<file path="config.mk">
export PLATFORM = sky130hd
export DESIGN_NAME = mc_phase_sequencer
export DESIGN_NICKNAME = d
export VERILOG_FILES = /design/src/rtl/mc_phase_sequencer.sv
export SDC_FILE = /design/constraint.sdc
export NUM_CORES = 1
export LEC_CHECK = 0
export ABC_AREA = 0
export BUFFER_PORTS_ARGS = -buffer_cell sky130_fd_sc_hd__buf_2
export CAP_MARGIN = 20
export CORE_MARGIN = 3
export CORE_UTILIZATION = 54
export CTS_CLUSTER_DIAMETER = 200
export DETAILED_ROUTE_END_ITERATION = 8
export PLACE_DENSITY = 0.78
export RECOVER_POWER = 25
export SYNTH_ARGS = -nofsm -noshare
export SYNTH_HDL_FRONTEND = slang
export SYNTH_SLANG_ARGS = --single-unit
</file>
<file path="constraint.sdc">
create_clock -name clk -period 3.2 [get_ports clk]
set_input_delay 0.32 -clock clk [delete_from_list [all_inputs] [get_ports clk]]
set_output_delay 0.32 -clock clk [all_outputs]
set_load 0.03 [all_outputs]
</file>
<file path="src/rtl/mc_phase_sequencer.sv">
// Table-driven multicycle phase sequencer: per-class phase count, memory/busy stalls, busy timeout, exception entry.
// Outputs decode registered state combinationally (no added latency); hold, mem_ready and unit_busy freeze the phase.
module mc_phase_sequencer #(
    parameter int                      NUM_CLS   = 16,
    parameter int                      PH_W      = 3,
    parameter logic [NUM_CLS*PH_W-1:0] LEN_TABLE = {16{3'd3}},
    parameter logic [NUM_CLS-1:0]      EXT_MASK  = 16'h0008,
    parameter logic [NUM_CLS-1:0]      MEM_MASK  = 16'h0006,
    parameter int                      MEM_PH    = 3,
    parameter logic [NUM_CLS-1:0]      WAIT_MASK = 16'h0040,
    parameter int                      TMO_W     = 6,
    localparam int                     CLS_W     = $clog2(NUM_CLS),
    localparam int                     NPH       = 2**PH_W
) (
    input  logic             clk,
    input  logic             rst_n,
    input  logic [CLS_W-1:0] cls_id,
    input  logic             ext_req,
    input  logic             mem_ready,
    input  logic             unit_busy,
    input  logic             exc_req,
    input  logic             hold,
    output logic [NPH-1:0]   phase,
    output logic             fetch_en,
    output logic             unit_start,
    output logic             instr_done,
    output logic             exc_ack,
    output logic             tmo_err,
    output logic             stall
);

    localparam logic [PH_W-1:0] MEM_PH_V = PH_W'(MEM_PH);

    typedef enum logic [1:0] {
        ST_IDLE,
        ST_RUN,
        ST_EXC
    } state_t;

    state_t           state_q, state_d;
    logic [PH_W-1:0]  ph_q, ph_d;
    logic [CLS_W-1:0] cls_q, cls_d;
    logic             ext_q, ext_d;
    logic             started_q, started_d;
    logic             tmo_err_q, tmo_err_d;
    logic [TMO_W-1:0] tmo_cnt_q, tmo_cnt_d;

    logic [CLS_W-1:0] cls_eff;
    logic [PH_W-1:0]  len_raw;
    logic [PH_W-1:0]  len_eff;
    logic [PH_W:0]    last_sum;
    logic [PH_W-1:0]  last_ph;
    logic             is_ext;
    logic             is_mem;
    logic             is_wait;
    logic             ext_now;
    logic             at_last;
    logic             hold_mem;
    logic             hold_busy;
    logic             tmo_fire;
    logic             held;
    logic             done_run;
    logic             start_now;

    // The class is only on cls_id during phase 1, so that phase decodes it live.
    always_comb begin : decode
        cls_eff   = (ph_q == PH_W'(1)) ? cls_id : cls_q;
        len_raw   = LEN_TABLE[int'(cls_eff)*PH_W +: PH_W];
        len_eff   = (len_raw == '0) ? PH_W'(1) : len_raw;
        is_ext    = EXT_MASK[cls_eff];
        is_mem    = MEM_MASK[cls_eff];
        is_wait   = WAIT_MASK[cls_eff];
        ext_now   = ext_q | (is_ext & ext_req & (ph_q == len_eff));
        last_sum  = {1'b0, len_eff} + (PH_W+1)'(ext_now);
        last_ph   = last_sum[PH_W] ? '1 : last_sum[PH_W-1:0];
        at_last   = (ph_q == last_ph);
        hold_mem  = is_mem & (ph_q == MEM_PH_V) & ~mem_ready;
        hold_busy = is_wait & at_last & unit_busy;
        tmo_fire  = hold_busy & (tmo_cnt_q == '1);
        held      = hold | hold_mem | (hold_busy & ~tmo_fire);
        done_run  = at_last & ~held;
        start_now = (ph_q == PH_W'(1)) & is_wait & ~started_q;
    end

    always_comb begin : fsm
        state_d    = state_q;
        ph_d       = ph_q;
        cls_d      = cls_q;
        ext_d      = ext_q;
        started_d  = started_q;
        tmo_cnt_d  = tmo_cnt_q;
        tmo_err_d  = tmo_err_q;
        phase      = '0;
        fetch_en   = 1'b0;
        unit_start = 1'b0;
        instr_done = 1'b0;
        exc_ack    = 1'b0;
        stall      = 1'b0;
        unique case (state_q)
            ST_IDLE: begin
                state_d = ST_RUN;
                ph_d    = '0;
            end
            ST_RUN: begin
                phase      = NPH'(1) << ph_q;
                fetch_en   = (ph_q == '0);
                unit_start = start_now;
                stall      = held;
                if (ph_q == PH_W'(1)) begin
                    cls_d = cls_id;
                end
                // Timeout counter saturates so a memory hold at the same phase cannot wrap it.
                if (!hold) begin
                    if (hold_busy && !done_run) begin
                        tmo_cnt_d = (tmo_cnt_q == '1) ? tmo_cnt_q : tmo_cnt_q + TMO_W'(1);
                    end else begin
                        tmo_cnt_d = '0;
                    end
                end
                if (done_run) begin
                    instr_done = 1'b1;
                    ph_d       = '0;
                    ext_d      = 1'b0;
                    started_d  = 1'b0;
                    if (hold_busy) begin
                        tmo_err_d = 1'b1;
                    end
                    if (exc_req) begin
                        state_d = ST_EXC;
                    end
                end else begin
                    ext_d     = ext_now;
                    started_d = started_q | start_now;
                    if (!held) begin
                        ph_d = ph_q + PH_W'(1);
                    end
                end
            end
            ST_EXC: begin
                exc_ack = 1'b1;
                stall   = hold;
                if (!hold) begin
                    instr_done = 1'b1;
                    state_d    = ST_RUN;
                    ph_d       = '0;
                end
            end
            default: begin
                state_d = ST_IDLE;
            end
        endcase
    end

    assign tmo_err = tmo_err_q;

    always_ff @(posedge clk or negedge rst_n) begin
        if (!rst_n) begin
            state_q   <= ST_IDLE;
            ph_q      <= '0;
            cls_q     <= '0;
            ext_q     <= 1'b0;
            started_q <= 1'b0;
            tmo_cnt_q <= '0;
            tmo_err_q <= 1'b0;
        end else begin
            state_q   <= state_d;
            ph_q      <= ph_d;
            cls_q     <= cls_d;
            ext_q     <= ext_d;
            started_q <= started_d;
            tmo_cnt_q <= tmo_cnt_d;
            tmo_err_q <= tmo_err_d;
        end
    end

endmodule
</file>
==> results.txt, run 1 <==
The die covers 3020 µm². Once detail routing completed, the nets flagged for antenna violations numbered 0. The analysis attributes to cell leakage a power of 0.797 nW.

The average instance in the mapped netlist occupies 9.45 µm². The overall die width was 55.0 µm. TritonCTS built the clock tree. Between clock sinks in the finished design, the worst skew comes to 6.20 ps. The initial standard-cell utilization of the core was 58.0%.

The destination of the worst register-to-register timing path is ph_q[1]. The final clock period utilization by the worst path came out at 96.5%. The tools report the worst reg-to-reg setup slack as 470 ps. For the post-route total power, the log shows 1.24 mW. Of all flip-flops after synthesis, the portion carrying an async set or reset was 100%. The run gives 4600 µm as the wire length of the first global-routing pass. The initialized floorplan defines 17 standard-cell rows. Summing the sequential cell areas from Yosys gives 34.8% of the chip area. The minimum clock period after layout is 3090 ps, and the aggregate routed wire length is 3200 µm.

The number of cells traversed by the worst register-to-register path was 9; the number of global-route vias before repair was 1,071. Count of state elements after synthesis: 18. The buffer and inverter count on the worst path was 3.

During placement, the flow inserted port buffers numbering 24. The primary flip-flop cell chosen by synthesis mapping is dfrtp_1. The synthesized netlist occupies a cell area of 1290 µm². The worst pin sits at a relative slew slack of 32.9%. In this run the worst path has a maximum fanout of 4. The cell sitting at the root of the clock tree is a clkbuf_4.

After clock tree synthesis, the clock-pin slew on the worst setup and hold paths is 110 ps. The total overflow left after global routing is 0. The worst setup path is of the reg2out kind. The run gives 0 as the final hold violation count.

Setup violations remaining at the end of the flow were counted as 0. Number of antenna repair diodes: 0. The top-level I/O count was 25; the clock sink count was 18. Across the VDD grid, the largest voltage drop is 493 µV. The clock passes through at most 2 buffers. Global routing consumed, over all layers together, 22.0% of the routing resources. After floorplanning, the core was sized to cover 2230 µm². The run finished with clean final reports. In this run, synthesis inferred 0 flip-flops with an integrated enable. Across the run, the number of max-cap violations was 0. Entering global routing, the biggest net connects 19 pins. The share of layout cells above drive strength 1 is 31.4%, and the pre-CTS worst setup slack is 102 ps. The weighted congestion reported at the end of routability-driven placement was 0.779; the relative area change from synthesis to final layout was 24.3%.

The power density of the placed cells is 773 nW/µm². The tightest min-delay check is of the in2reg type. Origin of the worst min-delay path: cls_id[2]. Setup total negative slack on the finished layout was measured at 0 ps. Counting distinct cell types in the post-synthesis netlist gives 40. The slowest library cell on the worst path is dfrtp_1. At the end of the flow, the number of nets in the layout was 196. The critical path data required time was 2880 ps; the highest achievable clock rate was 324 MHz. The number of max-slew violations in the final report was 0. The worst hold path stage count is 2.

The total of warnings raised by yosys is 0. After legalization and detailed placement, the total HPWL measured 2160 µm. The transition time of the tightest slew-check pin is 1010 ps, and the total number of vias is 1,134. The largest single stage delay on the critical path is 410 ps. Nature of the critical path endpoint: a primary output. The arrival time at the worst endpoint is 2770 ps, and the net count after synthesis is 160. The worst setup path is launched from a flip-flop.

Synthesis produced a netlist whose cell count is 137. The signal on the critical path passes through inv_2 > ha_4 > nand2b_4 > mux2_2 > ha_1 > and3_4 > and4_4 > a31oi_4 > buf_12 > a211oi_4 > nand2_1 > a21boi_1 > buf_4. The run gives 1 as the H-tree depth. Dividing the detail-routed via count by the number of cells gives 5.67. On the critical path the largest part of the delay comes from simple AND/OR/NAND/NOR gates. Setup slack closes at 114 ps. For this block, the initial DRC count from the detailed router was 33.

The logs give 0 for the initial antenna violation count and 310 ps for the clock latency of the later-clocked register in the worst-skew pair. The tools report the critical register-to-register path startpoint as ph_q[0]. The worst hold path terminates at cls_q[2]. The clock buffer count from CTS was 3; the wire length per cell was 16.0 µm. The number of iterations in the first detailed-routing pass is 4, and the die height is 55.0 µm. Residual DRC count: 0.
==> where the power goes <==
group	leakage, nW	switching (mW)	internal, mW
Sequential	0.236	0.0479	0.291
Combinational	0.540	0.454	0.303
Clock	0.0210	0.0784	0.0696
Total	0.797	0.580	0.664
==> layer usage <==
| layer | GRT usage, % | vias to the layer above | wire length (µm) |
|---|---|---|---|
| met1 | 23.5 | 540 | 1320 |
| met4 | 11.7 | 0 | 101 |
| li1 | - | 558 | - |
| met2 | 41.1 | 28 | 1670 |
| met5 | 0 | - | 0 |
| met3 | 2.95 | 8 | 108 |
==> cells in the final DEF, fill, tap and decap left out, types with 4 or more instances in the layout <==
cell type	instances
nand3_1	4
and3_1	5
buf_2	22
a21oi_1	5
mux2i_1	5
nand2_1	11
dfrtp_1	18
mux2_2	6
ha_1	11
buf_4	8
nor2_1	14
o21ai_1	5
inv_1	8
==> worst register-to-register path, stage by stage (launching register included) <==
cell and delay [ps]:
dfrtp_1 440, ha_4 190, nand2b_4 90, mux2_2 350
ha_1 210, and3_4 160, a211o_4 340, and2_4 160
o31ai_4 370, mux2i_1 330
==> cell usage after synthesis (all sizes together), types with 2 or more instances <==
cell	n	area (µm²)
nand2	11	41.3
nor2b	2	12.5
and3	6	37.5
a21o	3	22.5
ha	12	150
nand3b	2	15.0
mux2	8	93.8
a31oi	3	18.8
nand3	4	20.0
a21oi	5	25.0
dfrtp	18	450
nor2	14	52.6
o21ai	8	40.0
nand2b	4	32.5
o21a	2	15.0
or3	2	12.5
mux2i	5	50.1
and2	3	21.3
inv	9	33.8
==> per-stage QoR <==
| step | area (µm²) | cells | util (%) | hold WS (ps) |
|---|---|---|---|---|
| floorplan | 1290 | 137 | - | 24.4 |
| global placement | 1450 | 188 | 64.8 | 266 |
| detailed placement | 1450 | 188 | 64.8 | 275 |
| CTS | 1540 | 196 | 69.0 | 260 |
| global route | 1610 | 200 | 72.1 | 249 |
| finish | 1610 | 200 | 72.1 | 260 |
==> registers in the layout (all words and copies together), names as in the netlist <==
name	count
tmo_err	1
tmo_cnt_q	6
state_q	2
ph_q	3
cls_q	4
started_q	1
ext_q	1
==> worst max-delay path by stage <==
stage,start,end,cells after the start
5_1_grt,ph_q[1],instr_done,13
4_1_cts,ph_q[1],instr_done,11
3_5_place_dp,ph_q[1],instr_done,11
3_3_place_gp,ph_q[1],instr_done,11
6_report,ph_q[1],instr_done,13
2_1_floorplan,ph_q[1],instr_done,10
==> cells by family after synthesis <==
family | count (synthesis) | synth area share, %
and+or+nand+nor | 52 | 21.4
buffers and inverters | 11 | 3.48
DFF | 18 | 34.8
muxes | 13 | 11.1
AOI/OAI and AO/OA | 31 | 17.7
adders and majority gates | 12 | 11.6
==> cell type report <==
| cell class | instances | area, µm² |
|---|---|---|
| Timing Repair Buffer | 33 | 204 |
| Multi-Input combinational cell | 108 | 851 |
| Fill cell | 165 | 623 |
| Tap cell | 28 | 35.0 |
| Clock buffer | 4 | 36.3 |
| Sequential cell | 18 | 450 |
| Inverter | 9 | 33.8 |
==> repair_timing <==
action / in CTS / in global routing
hold endpoints to repair: 18 / 0
pin swaps: 1 / 3
hold buffers: 1 / 0
resized for setup: 4 / 6
setup buffers: 3 / 4
setup endpoints to repair: 2 / 2
(Power assumes the default switching activity.)
==> run 2, diff against run 1 <==
BUFFER_PORTS_ARGS = -buffer_cell sky130_fd_sc_hd__buf_4   (was -buffer_cell sky130_fd_sc_hd__buf_2)
==> run 2 against run 1 <==
Compared with the run above:
- non-clock buffer count is 3 lower
- via count is 1.2% lower
- global-route usage is 0.25 points higher
- critical path type unchanged
==> results.txt, run 2 (synthesis gave the netlist of run 1 again) <==
The endpoint identified for the worst register-to-register timing path is ph_q[0]. The quantity of I/O buffers inserted on ports works out to 24 (unchanged). The total global routing track utilization is 22.2% (+0.25 points), and the HPWL after detailed placement is 2280 µm (+5.6%).

The largest registers in the layout are tmo_cnt_q x6, cls_q x4, ph_q x3. The number of cells traversed by the worst register-to-register path is 12 (+3), and the residual DRC count is 0 (unchanged). For the largest vdd supply drop, the log shows 524 µV (+6.4%).

The register with the most flip-flops in the final layout is tmo_cnt_q. The relative area change from synthesis to final layout is 27.1%. The type of the tightest min-delay check is in2reg.

The tools report the final hold violation count as 0 (unchanged). The signal on the critical path passes through ha_4 > nand2b_4 > mux2_2 > ha_1 > and3_1 > a211o_4 > a211oi_4 > nand2_1 > a21boi_2 > buf_6. The buffer and inverter count on the worst path is 1 (-2), and the worst hold path stage count is 2 (unchanged). The final hold slack was 250 ps (-9.98 ps); the maximum single-stage delay on the critical path was 430 ps (+20 ps). The wire length of the first global-routing pass was 4730 µm (+2.9%). The tools report the critical path capture point as instr_done. The logs give 3100 µm (-3.0%) for the aggregate routed wire length and 58.0% (unchanged) for the initial standard-cell utilization of the core. The run gives 34.1% (+1.2 points) as the worst slew margin relative to its limit. STA classifies the critical path startpoint as a flip-flop. The number of DRC violations after detailed-routing iteration 0 is 20 (-39%), and the H-tree depth is 1 (unchanged). The wire length per cell was 15.8 µm (-1.6%); the highest net fanout along the worst path was 4 (unchanged). The transition time of the tightest slew-check pin came out at 989 ps (-18.4 ps). The logs give 0 (unchanged) for the count of antenna-violating nets left after detailed routing and 0.794 nW (-0.36%) for the standby leakage power. In this run the clock root is driven by a clkbuf_4.

For the final setup violation count, the log shows 0 (unchanged). The clock skew was 6.32 ps (+0.118 ps). For the number of cells in the finished layout apart from fillers, the log shows 197 (-1.5%).

The run finished with clean final reports. The worst reg-to-reg setup slack is 490 ps (+20 ps), and the number of flip-flops in the largest register is 6 (unchanged). The worst register-to-register path begins at ph_q[0]. TritonCTS built the clock tree. For the number of max-slew violations in the final report, the log shows 0 (unchanged).

The share of layout cells above drive strength 1 came out at 30.2% (-1.2 points). The area of the die came out at 3020 µm² (unchanged). The run gives 0 (unchanged) as the total congestion overflow after global routing. The power density of the placed cells was 763 nW/µm² (-1.3%); the minimum clock period after layout was 3100 ps (+15.0 ps). The overall die width is 55.0 µm (unchanged).

The register clock-pin slew on the reported worst setup and hold paths works out to 100 ps (about the same). The run gives 1,073 (+0.19%) as the number of global-route vias before repair. The tools report the minimum setup slack in the final design as 98.6 ps (-15.0 ps). For the highest achievable clock rate, the log shows 322 MHz (-0.48%). The post-route total power was 1.26 mW (+0.90%); the total number of placement rows was 17 (unchanged). STA classifies the critical path endpoint as a primary output.

Clock buffer count from CTS: 3 (unchanged). The library cells used most frequently in the layout, excluding fill and tap cells, are buf_4 (26), dfrtp_1 (18), nor2_1 (14). For the number of antenna repair diodes, the log shows 0 (unchanged). The core footprint was 2230 µm² (unchanged); the critical path data required time was 2880 ps (about the same). The tools report the post-place instance area as 1510 µm² (+4.2%). The slowest stage of the critical path is the dfrtp_1 cell.

The arrival time at the worst endpoint is 2780 ps (about the same). The most common library cell in the layout ignoring fill and taps is buf_4. The run gives 0 (unchanged) as the initial antenna violation count.

The number of logic stages on the critical path including buffering came out at 10 (-3). The clock latency of the later-clocked register in the worst-skew pair was 310 ps (about the same); the die height was 55.0 µm (unchanged). The tools report the deepest clock path buffer count as 2 (unchanged). The weighted congestion reported at the end of routability-driven placement came out at 0.798 (+2.3%). The tools report the pre-CTS worst setup slack as 106 ps (+4.04 ps). The clock sink count is 18 (unchanged). Critical path startpoint: ph_q[0]. The number of cells after detailed placement was 188 (unchanged); the finished layout cell area was 1650 µm² (+2.2%). Dominant delay contributor by cell family on the critical path: compound AO/OA/AOI/OAI gates. The total number of vias is 1,120 (-1.2%), and the max-capacitance violation count is 0 (unchanged). The number of vias per cell after detailed routing is 5.69 (+0.27%). The category of the most critical setup path is reg2out. The top-level I/O count came out at 25 (unchanged). The final clock period utilization by the worst path was 96.9% (+0.47 points); the number of nets at the end of the flow was 193 (-1.5%). For the number of iterations in the first detailed-routing pass, the log shows 4 (unchanged). The pin count of the biggest net entering global routing was 19 (unchanged).
-- run 2: cell types whose count changed in the layout (fill, tap and decap cells not counted) --
cell / previous run / this run
and3_4: 1 / 0
buf_2: 22 / 0
a21boi_2: 0 / 1
buf_6: 0 / 1
a21boi_1: 1 / 0
buf_4: 8 / 26
and3_1: 5 / 6
-- run 2: worst register-to-register path: stages, from the launching register on --
cell	delay, ps
dfrtp_1	430
ha_4	190
nand2b_4	90
mux2_2	360
ha_1	200
and3_1	180
and4_4	200
a31oi_4	200
buf_12	140
a211oi_4	60
buf_4	160
or3_1	310
mux2i_1	140
-- run 2: worst min-delay path by stage --
stage / from / endpoint / slack [ps]
after global routing: cls_id[0] / cls_q[0] / 230
after CTS: cls_id[0] / cls_q[0] / 240
final: cls_id[0] / cls_q[0] / 250
after global placement: rst_n / cls_q[2] / 200
after floorplan: rst_n / cls_q[0] / 20
after detailed placement: rst_n / cls_q[2] / 200
-- run 2: layer usage --
layer  global-route usage (%)  vias up  share of wire (%)
met5                        0        -                  0
met3                     6.70        6                4.3
met1                     25.4      544                 40
met2                     39.4       19                 54
met4                     6.88        0                1.0
li1                         -      551                  -
-- run 2: cell type report --
cell class | count | area, µm²
multi-input combinational | 108 | 850
fill | 171 | 588
sequential | 18 | 450
timing repair buffer | 30 | 240
clock buffer | 4 | 36.3
tap | 28 | 35.0
inverter | 9 | 33.8
-- run 2: through the flow --
stage / setup TNS (ps) / util [%]
2_1_floorplan: 0 / -
3_3_place_gp: 0 / 67.5
3_5_place_dp: 0 / 67.5
4_1_cts: 0 / 71.5
5_1_grt: -26.5 / 73.7
6_report: 0 / 73.7
-- run 2: timing repair --
item / in CTS / in global routing
setup buffers: 3 / 1
endpoints found under the hold margin: 18 / 0
endpoints found under the setup margin: 2 / 2
pin swaps: 1 / 3
hold buffers: 1 / 0
gates resized for setup: 3 / 7
-- run 2: report_power, final --
part,switching (mW),internal [mW]
Combinational,0.452,0.320
Clock,0.0738,0.0696
Sequential,0.0494,0.291
Total,0.575,0.680
==> run 3, diff against run 2 <==
CORE_MARGIN = default   (was 3)
==> run 3 against run 2 <==
Compared with the run above:
- wire length decreased by 11%
- sequential power decreased by 2%
- utilization decreased by 1.8 points
- global-route usage increased by 2.5 points
- maximum frequency increased by 0.86%
- sequential cell count unchanged
- die area decreased by 14%
- first-iteration DRC count decreased by 60%
- combinational power decreased by 5.1%
- worst hold slack improved by 8.2 ps
==> results.txt, run 3 (synthesis gave the netlist of run 1 again) <==
Worst hold path stage count: 2 (unchanged). The total negative slack for setup checks was 0 ps (unchanged). For the max-capacitance violation count, the log shows 0 (unchanged). The minimum clock period after layout was 3070 ps (-26.5 ps); the number of cells in the finished layout apart from fillers was 198 (+0.51%). The worst setup path is captured at a primary output. The total number of placement rows was 17 (unchanged); the H-tree depth was 1 (unchanged). The run gives 0 (unchanged) as the number of max-slew violations in the final report. The clock sink count is 18 (unchanged).

The clock buffer count from CTS was 3 (unchanged). Element type at the critical path start: a flip-flop. The library cell used most frequently in the layout, excluding fill and tap cells, is buf_4. The buffer and inverter count on the worst path is 2 (+1), and the register clock-pin slew on the reported worst setup and hold paths is 110 ps (about the same). The area of the die came out at 2600 µm² (-14%). The multi-input combinational cell area is 817 µm² (-3.8%), and the relative area change from synthesis to final layout is 23.9%. The number of cells traversed by the worst register-to-register path works out to 13 (+1).

The critical register-to-register path startpoint was ph_q[1]. The total global routing track utilization is 24.7% (+2.5 points), and the wire length per cell is 13.9 µm (-12%). The wire length of the first global-routing pass is 4750 µm (+0.44%). The worst slew margin relative to its limit was 34.6% (+0.56 points); the quantity of I/O buffers inserted on ports was 24 (unchanged). The final clock period utilization by the worst path came out at 96.1% (-0.83 points). For the number of antenna repair diodes, the log shows 0 (unchanged).

For the pre-CTS worst setup slack, the log shows 299 ps (+193 ps). The initial standard-cell utilization of the core came out at 58.0% (unchanged). For the post-place instance area, the log shows 1520 µm² (+1.0%). The run gives 2230 µm² (unchanged) as the core footprint. For the initial antenna violation count, the log shows 0 (unchanged). The total number of vias was 1,084 (-3.2%); the share of layout cells above drive strength 1 was 28.8% (-1.4 points).

The critical path goes through inv_2 > ha_4 > nand2b_4 > mux2_2 > ha_1 > and3_4 > a211o_1 > a211oi_2 > nand2_1 > a21boi_1 > buf_4. The worst register-to-register path ends at ph_q[0]. Setup repair after global routing left no endpoint under its margin. In the final layout, the registers with the most flip-flops are tmo_cnt_q x6, cls_q x4, ph_q x3. The final hold slack was 258 ps (+8.19 ps). The tools report the HPWL after detailed placement as 2170 µm (-5.0%).

The logs give 0 (unchanged) for the count of antenna-violating nets left after detailed routing and 19 (unchanged) for the pin count of the biggest net entering global routing. The top cell types in the final layout, fill and taps aside, are buf_4 (29), dfrtp_1 (18), nor2_1 (14). The post-route total power was 1.21 mW (-3.8%); the power density of the placed cells was 753 nW/µm² (-1.3%).

CTS placed an instance of clkbuf_4 at the clock tree root. Critical path data required time: 2880 ps (about the same). Total congestion overflow after global routing: 0 (unchanged).

The origin of the worst min-delay path is cls_id[0]. The clock latency of the later-clocked register in the worst-skew pair is 300 ps (about the same). Clock skew: 4.97 ps (-1.35 ps). The register area was 450 µm² (unchanged); the die height was 51.0 µm (-7.3%).

For the arrival time at the worst endpoint, the log shows 2750 ps (-30 ps). Top-level I/O count: 25 (unchanged). The number of vias per cell after detailed routing works out to 5.47 (-3.7%). The post-route core utilization is 71.8% (-1.8 points).

The final setup violation count is 0 (unchanged). For the number of cells after detailed placement, the log shows 190 (+1.1%). The flow ran to the end, and the final reports show no timing, DRC or antenna violations.

The transition time of the tightest slew-check pin works out to 980 ps (-8.45 ps). The maximum single-stage delay on the critical path was 390 ps (-40 ps). For the deepest clock path buffer count, the log shows 2 (unchanged). Register containing the most flip-flops in the final layout: tmo_cnt_q. The finished layout cell area was 1600 µm² (-2.5%). The overall die width was 51.0 µm (-7.3%).

The standby leakage power came out at 0.786 nW (-1.1%). The sink of the worst hold path was cls_q[0]. The worst setup path is of the reg2out kind. Largest vdd supply drop: 531 µV (+1.4%). The logs give 178 (+4.1%) for the count of fill cells added during filler insertion and 194 (+0.52%) for the number of nets at the end of the flow.

Final hold violation count: 0 (unchanged). The logs give 325 MHz (+0.86%) for the highest achievable clock rate and 2760 µm (-11%) for the aggregate routed wire length. For this design, the slowest cell found on the critical path is dfrtp_1. The number of global-route vias before repair was 1,135 (+5.8%); the number of flip-flops in the largest register was 6 (unchanged). The minimum setup slack in the final design came out at 125 ps (+26.5 ps). For the number of DRC violations after detailed-routing iteration 0, the log shows 8 (-60%). The kind of cell with the highest combined delay along the critical path is compound AO/OA/AOI/OAI gates. TritonCTS built the clock tree. The run gives 4 (unchanged) as the number of iterations in the first detailed-routing pass.

The min-delay analysis places its worst path in the category in2reg. Weighted congestion reported at the end of routability-driven placement: 0.785 (-1.6%). The run gives 0 (unchanged) as the residual DRC count. The worst reg-to-reg setup slack was 520 ps (+30 ps). The highest net fanout along the worst path was 4 (unchanged).
-- run 3: final cells by class --
cell class / count / share of cell area, %
Multi-Input combinational cell: 108 / 50.9
Sequential cell: 18 / 28.1
Timing Repair Buffer: 31 / 14.4
Clock buffer: 4 / 2.26
Tap cell: 28 / 2.18
Inverter: 9 / 2.11
-- run 3: worst max-delay path by stage --
| stage | start | depth (start not counted) | end | slack, ps |
|---|---|---|---|---|
| after floorplan | ph_q[1] | 10 | instr_done | 210 |
| after global placement | ph_q[1] | 11 | stall | 390 |
| after detailed placement | ph_q[1] | 11 | instr_done | 300 |
| after CTS | ph_q[1] | 11 | instr_done | 50 |
| after global routing | ph_q[1] | 11 | instr_done | 1 |
| final | ph_q[1] | 11 | instr_done | 130 |
-- run 3: repair_timing --
action | 4_1_cts | 5_1_grt
gates resized for setup | 0 | 4
cloned | 0 | 0
pin swaps | 0 | 3
setup endpoints to repair | 2 | 2
setup buffers | 2 | 1
hold buffers | 1 | 0
hold endpoints to repair | 18 | 0
-- run 3: worst register-to-register path, cell delays in order (launching register included) --
cell,delay (ps)
dfrtp_1,390
inv_2,70
ha_4,170
nand2b_4,90
mux2_2,350
ha_1,200
and3_4,150
and4_1,180
a31oi_1,200
buf_4,170
a211oi_2,70
buf_4,160
or3_1,310
mux2i_1,130
-- run 3: layer usage --
layer	GRT usage, %	part of all wire (%)	vias to the layer above
li1	-	-	555
met3	2.68	2.6	4
met1	27.5	42	509
met2	47.8	54	16
met4	8.33	1.2	0
met5	0	0	-
-- run 3: power by group --
part | internal [mW] | switching, mW | leakage [nW] | total (mW)
combinational | 0.314 | 0.418 | 0.529 | 0.732
clock | 0.0694 | 0.0723 | 0.0210 | 0.142
sequential | 0.291 | 0.0433 | 0.236 | 0.334
total | 0.675 | 0.534 | 0.786 | 1.21
